==> src/rtl/serial_adder_pkg.sv <==
`default_nettype none
// ============================================================================
// Module  : serial_adder_pkg
// Brief   : Shared types and helpers for the serial adder.
// Rev     : 1.0  initial release
// ============================================================================
package serial_adder_pkg;

   // Operation phases of the serial adder
   typedef enum logic [1:0] {
      IDLE = 2'd0,
      RUN  = 2'd1,
      DONE = 2'd2
   } state_t;

   // Bits needed to count slices 0..n-1 (never less than one bit)
   function automatic int cnt_width(input int n);
      return (n <= 2) ? 1 : $clog2(n);
   endfunction

endpackage
`default_nettype wire

==> src/rtl/serial_adder_add_slice.sv <==
`default_nettype none
// ============================================================================
// Module  : add_slice
// Brief   : SLICE-bit combinational adder with carry in and carry out.
// Rev     : 1.0  initial release
// ============================================================================
module add_slice #(
   parameter int SLICE = 1
) (
   input  logic [SLICE-1:0] a,
   input  logic [SLICE-1:0] b,
   input  logic             ci,
   output logic [SLICE-1:0] s,
   output logic             co
);

   // One-bit-wider add so the carry out falls out of the top bit
   assign {co, s} = {1'b0, a} + {1'b0, b} + {{SLICE{1'b0}}, ci};

endmodule
`default_nettype wire

==> src/rtl/serial_adder.sv <==
`default_nettype none
// ============================================================================
// Module  : serial_adder
// Brief   : Multi-cycle adder that sums two WIDTH-bit operands SLICE bits per
//           clock, with valid/ready handshakes on both sides.
//           Optional macro SERIAL_ADDER_OVF_EN adds a signed-overflow output.
// Rev     : 1.0  initial release
// ============================================================================
module serial_adder
   import serial_adder_pkg::*;
#(
   parameter int WIDTH = 8,
   parameter int SLICE = 1
) (
   input  logic             clk,
   input  logic             rst_n,
   input  logic             in_valid,
   output logic             in_ready,
   input  logic [WIDTH-1:0] a,
   input  logic [WIDTH-1:0] b,
   input  logic             cin,
   output logic             out_valid,
   input  logic             out_ready,
   output logic [WIDTH-1:0] sum,
   output logic             cout,
   output logic             busy
`ifdef SERIAL_ADDER_OVF_EN
   ,
   output logic             ovf
`endif
);

   localparam int            N    = (SLICE >= 1) ? (WIDTH / SLICE) : 1;
   localparam int            CW   = cnt_width(N);
   localparam logic [CW-1:0] LAST = CW'(N - 1);

   // Reject slice widths that do not tile the operand exactly
   generate
      if ((SLICE < 1) || ((WIDTH % ((SLICE < 1) ? 1 : SLICE)) != 0)) begin : g_bad_param
         $error("serial_adder: SLICE must be >= 1 and divide WIDTH");
      end
   endgenerate

   state_t            r_state;
   logic [WIDTH-1:0]  r_a;
   logic [WIDTH-1:0]  r_b;
   logic [WIDTH-1:0]  r_acc;
   logic              r_carry;
   logic [CW-1:0]     r_cnt;

   logic [SLICE-1:0]  w_s;
   logic              w_co;
   logic [WIDTH-1:0]  w_acc_next;

   // Captured operands shift right each RUN cycle, so the current slice is
   // always in the low bits; the adder only ever looks there.
   add_slice #(
      .SLICE (SLICE)
   ) u_add_slice (
      .a  (r_a[SLICE-1:0]),
      .b  (r_b[SLICE-1:0]),
      .ci (r_carry),
      .s  (w_s),
      .co (w_co)
   );

   // Result slices enter at the top; after N cycles slice 0 sits at the bottom
   generate
      if (SLICE == WIDTH) begin : g_one_slice
         assign w_acc_next = w_s;
      end else begin : g_multi_slice
         assign w_acc_next = {w_s, r_acc[WIDTH-1:SLICE]};
      end
   endgenerate

`ifdef SERIAL_ADDER_OVF_EN
   logic w_ovf;
   // a^b^s at the MSB recovers the carry into the MSB; XOR with cout flags overflow
   assign w_ovf = r_a[SLICE-1] ^ r_b[SLICE-1] ^ w_s[SLICE-1] ^ w_co;
`endif

   // Control FSM, operand/accumulator datapath and registered outputs
   always_ff @(posedge clk or negedge rst_n) begin
      if (!rst_n) begin
         r_state   <= IDLE;
         r_a       <= '0;
         r_b       <= '0;
         r_acc     <= '0;
         r_carry   <= 1'b0;
         r_cnt     <= '0;
         sum       <= '0;
         cout      <= 1'b0;
         in_ready  <= 1'b1;
         out_valid <= 1'b0;
         busy      <= 1'b0;
`ifdef SERIAL_ADDER_OVF_EN
         ovf       <= 1'b0;
`endif
      end else begin
         case (r_state)
            IDLE: begin
               if (in_valid) begin
                  r_a      <= a;
                  r_b      <= b;
                  r_carry  <= cin;
                  r_cnt    <= '0;
                  r_state  <= RUN;
                  in_ready <= 1'b0;
                  busy     <= 1'b1;
               end
            end
            RUN: begin
               r_a     <= r_a >> SLICE;
               r_b     <= r_b >> SLICE;
               r_acc   <= w_acc_next;
               r_carry <= w_co;
               r_cnt   <= r_cnt + CW'(1);
               if (r_cnt == LAST) begin
                  r_state   <= DONE;
                  sum       <= w_acc_next;
                  cout      <= w_co;
                  out_valid <= 1'b1;
`ifdef SERIAL_ADDER_OVF_EN
                  ovf       <= w_ovf;
`endif
               end
            end
            DONE: begin
               if (out_ready) begin
                  r_state   <= IDLE;
                  out_valid <= 1'b0;
                  busy      <= 1'b0;
                  in_ready  <= 1'b1;
               end
            end
            default: begin
               r_state   <= IDLE;
               out_valid <= 1'b0;
               busy      <= 1'b0;
               in_ready  <= 1'b1;
            end
         endcase
      end
   end

endmodule
`default_nettype wire

==> config.mk <==
export PLATFORM = sky130hd
export DESIGN_NAME = serial_adder
export DESIGN_NICKNAME = d
export VERILOG_FILES = /design/src/rtl/serial_adder_pkg.sv /design/src/rtl/serial_adder_add_slice.sv /design/src/rtl/serial_adder.sv
export SDC_FILE = /design/constraint.sdc
export NUM_CORES = 1
export LEC_CHECK = 0
export CORE_MARGIN = 1
export CORE_UTILIZATION = 51
export CTS_CLUSTER_DIAMETER = 100
export CTS_CLUSTER_SIZE = 30
export DETAILED_ROUTE_END_ITERATION = 8
export GPL_TIMING_DRIVEN = 0
export MAX_ROUTING_LAYER = met4
export PLACE_DENSITY_LB_ADDON = 0.15
export SYNTH_ARGS = -nofsm -noshare
export SYNTH_HDL_FRONTEND = slang
export SYNTH_SLANG_ARGS = --single-unit
==> constraint.sdc <==
create_clock -name clk -period 1.8 [get_ports clk]
set_input_delay 0.36 -clock clk [delete_from_list [all_inputs] [get_ports clk]]
set_output_delay 0.36 -clock clk [all_outputs]
set_load 0.02 [all_outputs]
==> results.toml, run 1 <==
[critical_path]
setup.worst_path.class = "reg2out"
crit_fanout = 3
critical_path.cell_chain = "clkdlybuf4s50_1"
startpoint_type = "flop"
max_stage_delay_ps = 630
cp-end-kind = "output pin"
critical_path_required_ps = 1440
critical_path_buf_inv_count = 1
critical-path-top-delay-family = "buffers and inverters"
cp_data_arrival_time_ps = 1360
critPathSlowestCell = "clkdlybuf4s50_1"
critPathLaunch = "busy"
r2r-start = "r_cnt[0]"

[finish]
final_core_util_pct = 67.1
final_cell_mix = "dfrtp_1, clkdlybuf4s50_1, nand2_1"
diodes = 0
area_delta_synth_final_pct = 23.5
final_nets = 223
layout_commonest_cell = "dfrtp_1"
fillerInstances = 278
finalNonFillerCells = 246
final_layout_size_suffix_gt1_share_pct = 19.5

[clock_network]
clk_pin_slew_ps = 120
cts_setup_buffers = 0
cts_tree = "built"
clock_latency_ps = 350
hold_buffers = 0
cts_max_path_buffers = 2
cts_root_buf = "clkbuf_4"
cts.sinks = 41
numCtsBuffers = 5
htree_levels = 2

[global_route]
antenna_found_initial = 0
grt.total_usage_pct = 21.8
grt_start_max_net_pins = 42
overflow = 0
grt_pass1_wl_mm = 6.36
grt_pass1_vias = 1330

[outcome]
status = "complete, no violations"

[logic_synthesis]
ys_warn_count = 0
yosysTopAreaCellShare_pct = 54.0
yosysSeqAreaShare_pct = 55.4
mappedNetlistArea_mm2 = 0.00185
ys_types = 25
synth_edf_count = 0
syn_inst = 160
syn-num-nets = 184
syn_avg_cell_area_um2 = 11.6
ys.flop_type = "dfrtp_1"
ys_ff_latch = 41
yosys.area.top_type = "dfrtp_1"
synth_async_sr_flop_share_pct = 100
synthTopCellsByArea = "dfrtp_1, mux2_4, nand2_1, o221a_2, nand3b_1"

[route]
drtAntennaViolNets = 0
dr.pass1.iters = 4
vias_per_cell = 5.37
vias = 1322
wirelength_mm = 3.62
wl_per_cell_um = 14.7
drc = 0
drt_iter0_markers = 57

[sta]
clock_skew_ps = 10.2
worstMarginPinSlew_ps = 894
hold_violations = 0
setup_viol = 0
fin_tns_setup_ps = 0
fin_crit_sh_pct = 95.7
fmax_ghz = 0.581
finalMaxSlewViolations = 0
fin_hold_ws_ps = 121
rsz0062_at_grt = "false"
fin_crit_ps = 1720
relSlewSlack_pct = 40.4

[job]
maxCapViolations = 0

[place]
dp_hpwl_mm = 2.42
place.gp.congestion = 0.747
place_inst = 238
io_buffers = 32

[floorplan]
io_pins = 33
die_w_um = 62.3
start_util_pct = 54.3
rows = 21
die_y_um = 62.3
die_area_mm2 = 0.00388
core-area_mm2 = 0.00342

[hold_path]
hp-class = "in2async"

[power]
p_leak_nw = 1.03
power_mw = 3.87
power_density_mw_per_mm2 = 1690
ir_drop_mv = 0.942
[synth_stat cells (3+ instances only)]
cell and number:
mux2_4 9, nand2_1 28, nor3_1 7, buf_6 4
dfrtp_1 40, a211oi_1 6, nor2_1 16, o221a_2 9
a21oi_1 3, o21ai_0 6, nand2b_1 3, nand3b_1 9
buf_2 4
[per-layer routing]
| metal | vias up | share of wire (%) | track usage [%] |
|---|---|---|---|
| li1 | 636 | - | - |
| met1 | 645 | 47 | 29.6 |
| met2 | 34 | 47 | 32.8 |
| met3 | 7 | 4.4 | 3.68 |
| met4 | 0 | 1.9 | 8.72 |
| met5 | - | 0 | - |
[cell type report]
class | count | area, um^2 | area share, %
Sequential cell | 41 | 1030 | 44.8
Multi-Input combinational cell | 108 | 751 | 32.8
Timing Repair Buffer | 32 | 314 | 13.7
Buffer | 11 | 76.3 | 3.33
Tap cell | 46 | 57.6 | 2.51
Clock buffer | 6 | 51.3 | 2.24
Clock inverter | 2 | 13.8 | 0.601
[report_power, final]
group,leakage [nW],switching [mW],internal (mW)
Sequential,0.490,0.260,1.35
Combinational,0.503,0.851,0.922
Clock,0.0382,0.295,0.191
[final timing paths]
path                            end  slack (ps)  cells after the start
max                            busy          80                      1
min                          r_b[2]         120                      1
max reg2reg                    cout         340                      4
min reg2reg                r_acc[1]         510                      2
max in group asynchronous    r_a[2]        1120                      1
min in group clk           r_acc[1]         510                      2
[worst reg2reg max path, delay by kind of cell (launching register included)]
family / cells / cell delay, ps
fa+ha+maj: 2 / 490
flops: 1 / 410
mux: 1 / 310
simple gates: 1 / 150
[flip-flops by register name (all words and copies together), names as in the netlist, 2 cells and up]
register  count
r_state       2
sum           8
r_a           8
r_cnt         3
r_b           8
r_acc         7
[cell families (layout without fill, tap and decap cells)]
family | after synthesis | after routing | share of synthesized area (%)
muxes | 9 | 9 | 7.29
DFF | 41 | 41 | 55.4
AOI/OAI and AO/OA | 29 | 29 | 12.8
and+or+nand+nor | 67 | 67 | 17.9
buffers and inverters | 11 | 51 | 4.12
adders and majority gates | 3 | 3 | 2.43
[stage by stage]
stage | setup slack, ps | cell area [um^2]
after CTS | 69.0 | 2290
final | 77.9 | 2290
after detailed placement | -58.1 | 2230
after floorplan | 438 | 1850
after global placement | -569 | 2230
after global routing | 30.5 | 2290
[what timing repair did]
item | in CTS | in global routing
gates resized for setup | 1 | 0
endpoints found under the setup margin | 1 | 0
hold endpoints to repair | 0 | 0
Power figures use the tool's default switching activity.
==> run 2: changes to the inputs <==
--- a/config.mk
+++ b/config.mk
@@ -5,12 +5,12 @@
 export SDC_FILE = /design/constraint.sdc
 export NUM_CORES = 1
 export LEC_CHECK = 0
+export ABC_AREA = 1
 export CORE_MARGIN = 1
-export CORE_UTILIZATION = 51
+export CORE_UTILIZATION = 52
 export CTS_CLUSTER_DIAMETER = 100
 export CTS_CLUSTER_SIZE = 30
 export DETAILED_ROUTE_END_ITERATION = 8
-export GPL_TIMING_DRIVEN = 0
 export MAX_ROUTING_LAYER = met4
 export PLACE_DENSITY_LB_ADDON = 0.15
 export SYNTH_ARGS = -nofsm -noshare
==> results.toml, run 2 <==
[outcome]
status = "complete, no violations"

[logic_synthesis]
ys.flop_type = "dfrtp_1"
synth_edf_count = 0
synth_common_cells = "nand2_1, dfrtp_1, inv_1, nand3_1, o21ai_0"
yosys.area.top_type = "dfrtp_1"
yosysTopAreaCellShare_pct = 49.9
synth_compound_area_share_pct = 5.80
mappedNetlistArea_mm2 = 0.00201
synthMuxAreaShare_pct = 0
synthAdderAreaFrac_pct = 2.25
ys_warn_count = 0
syn_avg_cell_area_um2 = 8.72
ys_types = 24
syn-num-nets = 254
ys_ff_latch = 41
yosysMostFrequentCell = "nand2_1"
synth_xor_xnor_area_share_pct = 0
synth_async_sr_flop_share_pct = 100
syn_inst = 230
yosysSeqAreaShare_pct = 51.2
synthTopCellsByArea = "dfrtp_1, nand2_1, nand3_1, inv_1, nand3_2"
synthSimpleGateAreaFrac_pct = 27.7
synth_top_family_by_area = "simple AND/OR/NAND/NOR gates"

[route]
vias = 1506
dr.pass1.iters = 4
drtAntennaViolNets = 0
drt_iter0_markers = 149
wl_per_cell_um = 11.2
wirelength_mm = 3.48
drc = 0
vias_per_cell = 4.83

[sta]
setup_viol = 0
rsz0062_at_grt = "false"
hold_violations = 0
fin_crit_sh_pct = 89.5
fmax_ghz = 0.621
fin_crit_ps = 1610
fin_tns_setup_ps = 0
worstMarginPinSlew_ps = 507
clock_skew_ps = 2.97
fin_hold_ws_ps = 112
relSlewSlack_pct = 66.2
finalMaxSlewViolations = 0

[finish]
final_cell_mix = "nand2_1, inv_1, nand3_1, dfrtp_1, clkdlybuf4s50_1"
final_nets = 287
reg.largest.list = "r_a: 8 flops, r_b: 8 flops, sum: 8 flops"
finalNonFillerCells = 312
layout_commonest_cell = "nand2_1"
area_delta_synth_final_pct = 21.3
final_layout_size_suffix_gt1_share_pct = 10.6
fillerInstances = 329
diodes = 0

[power]
power_density_mw_per_mm2 = 1720
power_mw = 4.19
ir_drop_mv = 0.956
p_leak_nw = 1.26

[critical_path]
max_stage_delay_ps = 610
critPathSlowestCell = "clkdlybuf4s50_1"
critical_path.cell_chain = "clkdlybuf4s50_1"
startpoint_type = "flop"
critical_path_buf_inv_count = 1
critical_path_required_ps = 1440
critical-path-top-delay-family = "buffers and inverters"
critPathLaunch = "sum[6]"
crit_fanout = 2
cp-end-kind = "output pin"
setup.worst_path.class = "reg2out"
r2r-start = "r_state[1]"
cp_data_arrival_time_ps = 1250

[hold_path]
hp-class = "in2async"

[floorplan]
die_area_mm2 = 0.00411
start_util_pct = 54.4
rows = 22
io_pins = 33
core-area_mm2 = 0.00369
die_w_um = 64.1
die_y_um = 64.1

[clock_network]
hold_buffers = 0
cts_root_buf = "clkbuf_8"
cts_max_path_buffers = 2
htree_levels = 2
numCtsBuffers = 5
cts_tree = "built"
clk_pin_slew_ps = 80
clock_latency_ps = 290
cts.sinks = 41

[global_route]
grt.total_usage_pct = 20.0
grt_start_max_net_pins = 42
grt_pass1_vias = 1361
antenna_found_initial = 0
overflow = 0
grt_pass1_wl_mm = 6.04

[place]
place.gp.congestion = 0.790
dp_hpwl_mm = 2.34
place_inst = 304
io_buffers = 32

[job]
maxCapViolations = 0
[run 2: worst paths after layout]
kind                       endpoint  depth (start not counted)  slack, ps
max in group asynchronous  in_ready                          2       1320
max                          sum[6]                          1        190
min                        r_acc[3]                          2        110
max reg2reg                 r_carry                          6        420
min in group clk           in_ready                          2        470
min reg2reg                in_ready                          2        470
[run 2: per-layer routing]
layer / track usage, % / routed length (um) / up-vias
li1: - / - / 778
met1: 26.2 / 1690 / 693
met2: 30.3 / 1610 / 30
met3: 4.29 / 129 / 5
met4: 8.33 / 51 / 0
met5: - / 0 / -
[run 2: power by group]
| part | total [mW] | switching (mW) | internal (mW) |
|---|---|---|---|
| sequential | 1.62 | 0.257 | 1.36 |
| combinational | 1.81 | 1.05 | 0.754 |
| clock | 0.766 | 0.314 | 0.452 |
| total | 4.19 | 1.62 | 2.56 |
[run 2: layout make-up]
type                    instances  area, um^2  area share, %
flip-flops and latches         41        1030           42.2
multi-input cells             137         717           29.5
repair buffers                 37         355           14.6
inverters                      41         156           6.43
clock buffers                   7        86.3           3.55
well taps                      48        60.1           2.47
clock inverters                 1        30.0           1.23
[run 2: repair_timing]
action | CTS | global route
buffers inserted | 0 | 0
gates resized for setup | 0 | 1
setup endpoints to repair | 0 | 1
endpoints found under the hold margin | 0 | 0
[run 2: logic make-up (layout without fill, tap and decap cells)]
group,count (synthesis),after routing
and+or+nand+nor,112,112
buffers and inverters,52,86
DFF,41,41
AOI/OAI and AO/OA,22,22
adders and majority gates,3,3
[run 2: worst reg2reg max path: cells and delay by family (launching register included)]
kind	cells	cell delay, ps
DFF	1	460
and+or+nand+nor	4	450
buffers and inverters	2	360
[run 2: stage by stage]
| step | area (um^2) | setup slack, ps | utilization (%) |
|---|---|---|---|
| after floorplan | 2010 | 491 | - |
| after global placement | 2310 | 212 | 62.7 |
| after detailed placement | 2310 | 171 | 62.7 |
| after CTS | 2430 | 12.6 | 65.9 |
| after global routing | 2430 | 146 | 65.9 |
| final | 2430 | 189 | 65.9 |
==> run 3: changes to the inputs <==
--- a/config.mk
+++ b/config.mk
@@ -7,10 +7,11 @@
 export LEC_CHECK = 0
 export ABC_AREA = 1
 export CORE_MARGIN = 1
-export CORE_UTILIZATION = 52
+export CORE_UTILIZATION = 25
 export CTS_CLUSTER_DIAMETER = 100
 export CTS_CLUSTER_SIZE = 30
 export DETAILED_ROUTE_END_ITERATION = 8
+export GPL_TIMING_DRIVEN = 0
 export MAX_ROUTING_LAYER = met4
 export PLACE_DENSITY_LB_ADDON = 0.15
 export SYNTH_ARGS = -nofsm -noshare
==> results.toml, run 3 (synthesis gave the netlist of run 2 again) <==
[clock_network]
clock_latency_ps = 290
cts_tree = "built"
cts_max_path_buffers = 2
cts_root_buf = "clkbuf_8"
cts_resized = 1
cts_setup_buffers = 0
cts.sinks = 41
htree_levels = 2
clk_pin_slew_ps = 80
hold_buffers = 0
numCtsBuffers = 5

[route]
dr.pass1.iters = 4
wirelength_mm = 4.56
wl_per_cell_um = 12.2
drc = 0
vias = 1556
vias_per_cell = 4.17
drt_iter0_markers = 83
drtAntennaViolNets = 0

[floorplan]
start_util_pct = 26.0
die_w_um = 91.6
core-area_mm2 = 0.00773
rows = 32
die_area_mm2 = 0.00839
io_pins = 33
die_y_um = 91.6

[critical_path]
setup.worst_path.class = "reg2out"
cp-end-kind = "output pin"
cp_data_arrival_time_ps = 1270
critical_path_buf_inv_count = 1
max_stage_delay_ps = 610
cp.depth = 1
crit_fanout = 2
critical-path-top-delay-family = "buffers and inverters"
critical_path.cell_chain = "clkdlybuf4s50_1"
reg2reg_depth = 5
startpoint_type = "flop"
critPathSlowestCell = "clkdlybuf4s50_1"
critical_path_required_ps = 1440

[finish]
layout_commonest_cell = "nand2_1"
final_layout_size_suffix_gt1_share_pct = 12.2
area_delta_synth_final_pct = 27.1
fillerInstances = 832
final_area_mm2 = 0.00255
diodes = 0
final_nets = 294
final_core_util_pct = 33.0
final_cell_mix = "nand2_1, inv_1, nand3_1, dfrtp_1, clkdlybuf4s50_1"
reg.largest.list = "r_a: 8 flops, r_b: 8 flops, sum: 8 flops"
finalNonFillerCells = 373

[sta]
fmax_ghz = 0.612
clock_skew_ps = 2.28
setup_viol = 0
relSlewSlack_pct = 66.3
fin_crit_ps = 1630
worstMarginPinSlew_ps = 506
fin_tns_setup_ps = 0
hold_violations = 0
worst_slack_ps = 167
rsz0062_at_grt = "false"
fin_crit_sh_pct = 90.7
finalMaxSlewViolations = 0

[global_route]
grt_pass1_wl_mm = 7.72
antenna_found_initial = 0
grt_start_max_net_pins = 24
grt.total_usage_pct = 12.2
overflow = 0
grt_pass1_vias = 1586

[power]
power_density_mw_per_mm2 = 1670
p_leak_nw = 1.27
ir_drop_mv = 0.524

[place]
placed_area_mm2 = 0.00247
place.gp.congestion = 0.720
io_buffers = 32
dp_hpwl_mm = 3.19
place_inst = 365
dp_slack_ps = 188

[outcome]
status = "complete, no violations"

[hold_path]
hp-class = "in2async"

[job]
maxCapViolations = 0
==> run 3: cell count changes in the layout (fill, tap and decap cells not counted), sizes merged <==
cell          change
buf               +6
clkinv            +1
clkbuf            +1
bufinv            -1
dlymetal6s2s      -1
dlygate4sd2       +1
==> run 3: power breakdown <==
part | total (mW) | switching (mW) | leakage, nW | internal (mW)
clock | 0.593 | 0.320 | 0.0422 | 0.273
sequential | 1.61 | 0.248 | 0.504 | 1.36
combinational | 2.07 | 1.17 | 0.724 | 0.894
total | 4.27 | 1.74 | 1.27 | 2.52
==> run 3: metrics by stage <==
stage / power [mW] / hold WS [ps]
global placement: 3.72 / 465
finish: 4.27 / 16.9
CTS: 4.34 / 33.0
global route: 4.66 / 49.1
floorplan: 3.05 / 64.4
detailed placement: 3.75 / 354
==> run 3: metal layers <==
layer  track usage, %  share of wire, %  vias up
met5                -                 0        -
met4             4.37               1.7        0
met3             2.35               2.7        6
met2             18.5                47       19
li1                 -                 -      797
met1             16.1                49      734
==> run 3: layout make-up <==
type,count,area [um^2],area share [%]
repair buffers,33,334,13.1
well taps,102,128,5.01
clock buffers,7,76.3,2.99
plain buffers,11,105,4.12
inverters,41,156,6.14
clock inverters,1,5.00,0.196
flip-flops and latches,41,1030,40.3
multi-input cells,137,717,28.1
==> run 3: final timing paths <==
check,endpoint,startpoint,slack (ps)
hold reg to reg,in_ready,in_ready,480
setup reg to reg,r_state[1],r_cnt[0],250
max in group asynchronous,in_ready,rst_n,1220
min in group clk,in_ready,in_ready,480
setup / recovery,sum[7],sum[7],170
hold / removal,sum[4],rst_n,20
